File: src/rtl/tx_arb_pkg.sv
// ---------------------------------------------------------------------------
// tx_arb_pkg
// Shared definitions for the transmit command arbiter: FSM state encoding,
// default requester count, default watchdog limit and a small pointer helper.
// Imported by rr_pick and tx_cmd_arbiter.
// ---------------------------------------------------------------------------
package tx_arb_pkg;

    // Number of requesters; the round-robin picker is built for exactly four.
    localparam int NREQ_DEFAULT = 4;

    // Watchdog limit: 5 s at 50 MHz.
    localparam logic [27:0] TIMEOUT_CYC_DEFAULT = 28'd250000000;

    // Arbiter FSM states.
    typedef enum logic [1:0] {
        IDLE        = 2'd0,
        ISSUE       = 2'd1,
        WAIT_ACCEPT = 2'd2,
        WAIT_DONE   = 2'd3
    } arb_state_e;

    // Next round-robin start position after serving requester idx (2-bit wrap).
    function automatic logic [1:0] nextPtr(input logic [1:0] idx);
        return idx + 2'd1;
    endfunction

endpackage

File: src/rtl/tx_cmd_arbiter_rr_pick.sv
// ---------------------------------------------------------------------------
// rr_pick
// Purely combinational round-robin priority search over four requesters.
// The search starts at rr_ptr and walks upward with wrap-around
// (rr_ptr, rr_ptr+1, ..., 3, 0, ..., rr_ptr-1); the first set bit wins.
//
// Ports:
//   req     in  [3:0]  per-requester request levels
//   rr_ptr  in  [1:0]  highest-priority position for this search
//   valid   out        at least one request is set
//   idx     out [1:0]  index of the winning requester (rr_ptr when !valid)
// ---------------------------------------------------------------------------
module rr_pick
    import tx_arb_pkg::*;
(
    input  logic [3:0] req,
    input  logic [1:0] rr_ptr,
    output logic       valid,
    output logic [1:0] idx
);

    logic [1:0] cand;

    // Walk the offsets from farthest to nearest so the candidate closest to
    // rr_ptr is the last one written and therefore takes priority.
    always_comb begin
        valid = 1'b0;
        idx   = rr_ptr;
        cand  = rr_ptr;
        for (int off = 3; off >= 0; off--) begin
            cand = rr_ptr + 2'(off);
            if (req[cand]) begin
                valid = 1'b1;
                idx   = cand;
            end
        end
    end

endmodule

File: src/rtl/tx_cmd_arbiter.sv
// ---------------------------------------------------------------------------
// tx_cmd_arbiter
// Round-robin arbiter that forwards one 8-bit command at a time from four
// requesters to a message sequencer using a ready/strobe handshake.
//
// Optional feature: define ARB_TIMEOUT_EN to build a per-command watchdog.
// When the sequencer stalls for TIMEOUT_CYC cycles in WAIT_ACCEPT/WAIT_DONE
// the transaction is force-completed and the sticky timeout_err is raised.
// Without the macro no watchdog exists and timeout_err is tied low.
//
// Parameters:
//   NREQ         number of requesters (4 in this revision)
//   TIMEOUT_CYC  watchdog limit in clk cycles (must be >= 1)
//
// Ports:
//   clk          in        system clock, rising edge
//   rst          in        asynchronous active-low reset
//   req          in  [3:0] level requests, held until ack
//   cmd_flat     in [31:0] requester i command in bits [8i+7:8i]
//   ack          out [3:0] one-cycle completion pulse for the granted port
//   cmd_out      out [7:0] command presented to the sequencer
//   str_out      out       one-cycle start strobe
//   ready_in     in        sequencer idle/ready
//   grant_id     out [1:0] current or last granted requester
//   busy         out       FSM is not in IDLE
//   timeout_err  out       sticky watchdog flag
// ---------------------------------------------------------------------------
module tx_cmd_arbiter
    import tx_arb_pkg::*;
#(
    parameter int          NREQ        = NREQ_DEFAULT,
    parameter logic [27:0] TIMEOUT_CYC = TIMEOUT_CYC_DEFAULT
)
(
    input  logic              clk,
    input  logic              rst,
    input  logic [NREQ-1:0]   req,
    input  logic [8*NREQ-1:0] cmd_flat,
    output logic [NREQ-1:0]   ack,
    output logic [7:0]        cmd_out,
    output logic              str_out,
    input  logic              ready_in,
    output logic [1:0]        grant_id,
    output logic              busy,
    output logic              timeout_err
);

    localparam logic [NREQ-1:0] ACK_ONE = NREQ'(1);

    arb_state_e      state_q;
    logic [1:0]      rr_ptr_q;
    logic [1:0]      grant_q;
    logic [7:0]      cmd_q;
    logic            str_q;
    logic [NREQ-1:0] ack_q;

    logic            pickValid;
    logic [1:0]      pickIdx;

    rr_pick u_rr_pick (
        .req    (req),
        .rr_ptr (rr_ptr_q),
        .valid  (pickValid),
        .idx    (pickIdx)
    );

`ifdef ARB_TIMEOUT_EN
    logic [27:0] wdog_q;
    logic        timeout_q;
`endif

    // Main FSM. All outputs are registered. A grant is blocked while ack_q is
    // still high so a requester that has not yet dropped its level request
    // cannot be granted again on a stale req.
    always_ff @(posedge clk or negedge rst) begin
        if (!rst) begin
            state_q   <= IDLE;
            rr_ptr_q  <= 2'd0;
            grant_q   <= 2'd0;
            cmd_q     <= 8'd0;
            str_q     <= 1'b0;
            ack_q     <= '0;
`ifdef ARB_TIMEOUT_EN
            wdog_q    <= 28'd0;
            timeout_q <= 1'b0;
`endif
        end else begin
            str_q <= 1'b0;
            ack_q <= '0;
            case (state_q)
                IDLE: begin
                    if (ready_in && pickValid && (ack_q == '0)) begin
                        grant_q <= pickIdx;
                        cmd_q   <= cmd_flat[{pickIdx, 3'b000} +: 8];
                        state_q <= ISSUE;
                    end
                end
                ISSUE: begin
                    str_q   <= 1'b1;
                    state_q <= WAIT_ACCEPT;
                end
                WAIT_ACCEPT: begin
                    if (!ready_in) begin
                        state_q <= WAIT_DONE;
                    end
                end
                WAIT_DONE: begin
                    if (ready_in) begin
                        ack_q    <= ACK_ONE << grant_q;
                        rr_ptr_q <= nextPtr(grant_q);
                        state_q  <= IDLE;
                    end
                end
                default: state_q <= IDLE;
            endcase
`ifdef ARB_TIMEOUT_EN
            // The counter runs only while waiting on the sequencer; the
            // TIMEOUT_CYC-th waiting cycle force-completes the transaction.
            if ((state_q == WAIT_ACCEPT) || (state_q == WAIT_DONE)) begin
                if (wdog_q == TIMEOUT_CYC - 28'd1) begin
                    wdog_q    <= 28'd0;
                    timeout_q <= 1'b1;
                    ack_q     <= ACK_ONE << grant_q;
                    rr_ptr_q  <= nextPtr(grant_q);
                    state_q   <= IDLE;
                end else begin
                    wdog_q <= wdog_q + 28'd1;
                end
            end else begin
                wdog_q <= 28'd0;
            end
`endif
        end
    end

    assign ack      = ack_q;
    assign cmd_out  = cmd_q;
    assign str_out  = str_q;
    assign grant_id = grant_q;
    assign busy     = (state_q != IDLE);

`ifdef ARB_TIMEOUT_EN
    assign timeout_err = timeout_q;
`else
    // The limit is meaningless without the watchdog; fold it away here.
    logic unused_cfg;
    assign unused_cfg  = ^TIMEOUT_CYC;
    assign timeout_err = 1'b0;
`endif

endmodule

File: config.mk
export PLATFORM = sky130hd
export DESIGN_NAME = tx_cmd_arbiter
export DESIGN_NICKNAME = d
export VERILOG_FILES = /design/src/rtl/tx_arb_pkg.sv /design/src/rtl/tx_cmd_arbiter_rr_pick.sv /design/src/rtl/tx_cmd_arbiter.sv
export SDC_FILE = /design/constraint.sdc
export NUM_CORES = 1
export LEC_CHECK = 0
export ABC_AREA = 1
export CORE_ASPECT_RATIO = 0.75
export CORE_UTILIZATION = 33
export CTS_CLUSTER_DIAMETER = 120
export CTS_CLUSTER_SIZE = 24
export DETAILED_ROUTE_END_ITERATION = 12
export DONT_BUFFER_PORTS = 1
export PLACE_DENSITY = 0.54
export SLEW_MARGIN = 20
export SYNTH_ARGS = -nofsm -noshare
export SYNTH_HDL_FRONTEND = slang
export SYNTH_SLANG_ARGS = --single-unit
File: constraint.sdc
create_clock -name clk -period 5.7 [get_ports clk]
set_clock_uncertainty 0.2 [all_clocks]
set_input_delay 1.71 -clock clk [delete_from_list [all_inputs] [get_ports clk]]
set_output_delay 1.71 -clock clk [all_outputs]
set_load 0.03 [all_outputs]
==> results.py <==
metrics = {
    "worst_setup_path": {
        "critical_path_class": "input pin to register",
        "cpLargestDelayFamily": "simple AND/OR/NAND/NOR gates",
        "worst-path-max-fanout": 15,
        "worst_ep_arrival_time_ns": 3.14,
        "cpMostUsedCell": "nand2_1",
        "cp-end-kind": "register",
        "crit_buf_inv": 2,
        "crit_path_max_incr_delay_ns": 0.36,
        "crit_chain": "inv_1, nand2_1, nand3_1, nand2_1, nand3_1, nand4_2, nand2_4, inv_2, nand2_1, nand2_1, nor2_1, nor2_1",
        "cp_slowest_cell": "nand4_2",
        "cp.required_ns": 5.66,
        "worstSetupStartpointType": "input pin",
    },
    "sta": {
        "fin_setup_tns_ns": 0,
        "slew_violations": 0,
        "rsz0062_at_grt": "false",
        "fmax_mhz": 314,
        "min_period_over_period_pct": 55.8,
        "hold_viol": 0,
        "final-setup-viol-count": 0,
        "fin_crit_ns": 3.18,
    },
    "yosys": {
        "synth-seq-cells": 19,
        "yosysTopAreaCell": "dfrtp_1",
        "syn_area_mm2": 0.00138,
        "yosysWarnings": 0,
        "synth_most_common_cell": "nand2_1",
        "async_flop_share_pct": 100,
        "synth_flop_cell": "dfrtp_1",
        "ys_types": 23,
        "mappedNetlistNets": 248,
        "avgSynthCellArea_um2": 6.91,
        "netlist_top_cells_area": "dfrtp_1 34%, nand2_1 16%, nand3_1 14%",
        "yosysTopAreaCellShare_pct": 34.4,
        "ys_seq_area_share_pct": 34.4,
        "ys_top_cells_by_count": "60 x nand2_1, 39 x nand3_1, 19 x dfrtp_1, 18 x inv_1, 17 x nor2_1",
        "synth_edf_count": 0,
        "synthesis.instances": 200,
    },
    "final_layout": {
        "synthToLayoutAreaGrowth_pct": 4.98,
        "layout-drive-gt1-share_pct": 10.6,
        "fin_util_pct": 37.9,
        "finalNetCount": 248,
        "fin_area_mm2": 0.00145,
        "antenna_cells": 0,
    },
    "global_route": {
        "grt_max_degree": 20,
        "antenna_found_initial": 0,
        "grt_pass1_vias": 1144,
        "grt_pass1_wl_um": 5290,
        "gr-total-overflow": 0,
        "grt_usage_pct": 14.9,
    },
    "cts": {
        "post_cts_resized": 0,
        "h-tree-depth": 1,
        "clock_latency_ns": 0.26,
        "clock_path_buffers": 2,
        "cts.sinks": 19,
        "cts_buffers": 3,
        "cts_setup_buffers": 0,
        "cts_tree": "built",
        "clockRootBuffer": "clkbuf_8",
        "cts_hold_buffers": 0,
        "path_clk_slew_ns": 0.08,
    },
    "die": {
        "die_w_um": 76.7,
        "core_mm2": 0.00383,
        "die_y_um": 58.1,
        "io_pins": 56,
        "start_util_pct": 36.1,
        "dieArea_mm2": 0.00446,
        "rows": 19,
    },
    "worst_hold_path": {
        "hold_class": "register to register",
    },
    "route": {
        "firstDrtPassIters": 4,
        "routed_via_density": 4.91,
        "routed_wl_um": 3090,
        "num_vias": 1232,
        "ant_nets": 0,
        "routedWlPerCell_um": 12.3,
        "drt_iter0_drc": 85,
        "drcViolationCount": 0,
    },
    "placement": {
        "place_hpwl_um": 2400,
        "gp_congestion": 0.799,
        "placed_area_mm2": 0.00141,
        "portBuffers": 0,
    },
    "run": {
        "drv_cap": 0,
    },
    "status": {
        "status": "completed",
    },
    "power": {
        "ir_drop_mv": 0.281,
        "power.leakage_nw": 0.781,
        "p_per_area_mw_per_mm2": 647,
    },
}
sequential cells by signal, summed over array words and instances, names as in the netlist:
signal and count:
ack 4, str_out 1, grant_id 2, cmd_out 8
state_q 2, rr_ptr_q 2
routing by layer:
layer | vias to the layer above | routed length (µm) | track usage (%)
met3 | 0 | 281 | 7.09
met4 | 0 | 0 | 1.37
li1 | 631 | - | -
met2 | 46 | 1370 | 22.6
met1 | 555 | 1440 | 20.1
met5 | - | 0 | 0
path summary, 6_finish.rpt:
path | slack, ns | depth (start not counted) | to | from
max | 2.52 | 12 | cmd_out[4] | req[1]
min | 0.39 | 1 | str_out | state_q[0]
max reg2reg | 3.31 | 14 | cmd_out[4] | rr_ptr_q[0]
min reg2reg | 0.39 | 1 | str_out | state_q[0]
max in group asynchronous | 4.29 | 0 | cmd_out[6] | rst
min in group asynchronous | 0.93 | 0 | cmd_out[4] | rst
worst reg2reg max path, delay by kind of cell (launching register included):
family | cells | cell delay [ns]
flops | 1 | 0.51
simple gates | 11 | 1.26
buf+inv | 3 | 0.31
cells by family (layout without fill, tap and decap cells):
| logic type | after synthesis | in the layout | share of synthesized area [%] |
|---|---|---|---|
| simple gates | 133 | 133 | 43.8 |
| buf+inv | 29 | 28 | 9.77 |
| flops | 19 | 19 | 34.4 |
| fa+ha+maj | 9 | 9 | 8.14 |
| compound gates | 8 | 8 | 2.90 |
| other cells | 1 | 1 | 0.271 |
| mux | 1 | 1 | 0.724 |
cell usage in the layout (no fill, tap or decap):
cell type	count
nand2_1	60
nand3_1	39
dfrtp_1	19
inv_1	18
nor2_1	17
ha_1	9
nand2_2	7
inv_2	5
a21oi_1	5
o21ai_0	3
or2_1	3
clkbuf_8	3
nor3_1	2
inv_4	1
and3b_1	1
nand3_2	1
nand4_2	1
nand2_4	1
nor2_2	1
mux2i_1	1
conb_1	1
clkinv_2	1
cell type report:
type	instances	area (µm²)
Clock buffer	3	41.3
Clock inverter	1	5.00
Fill cell	416	2380
Inverter	24	92.6
Multi-Input combinational cell	152	772
Sequential cell	19	475
Tap cell	52	65.1
report_power, final:
group          internal (W)  switching [W]
sequential         0.000189       0.000135
combinational      0.000170       0.000347
clock             0.0000487      0.0000487
through the flow:
step                      cells  hold WS (ns)  power, W  setup slack, ns
after global routing        251         0.434   0.00105             2.32
after global placement      247         0.361  0.000845             2.27
after floorplan             200         0.319  0.000777             2.70
final                       251         0.387  0.000938             2.52
after CTS                   251         0.385  0.000949             2.55
after detailed placement    247         0.367  0.000845             2.27
Note: power is estimated with default switching activity, not from simulation.
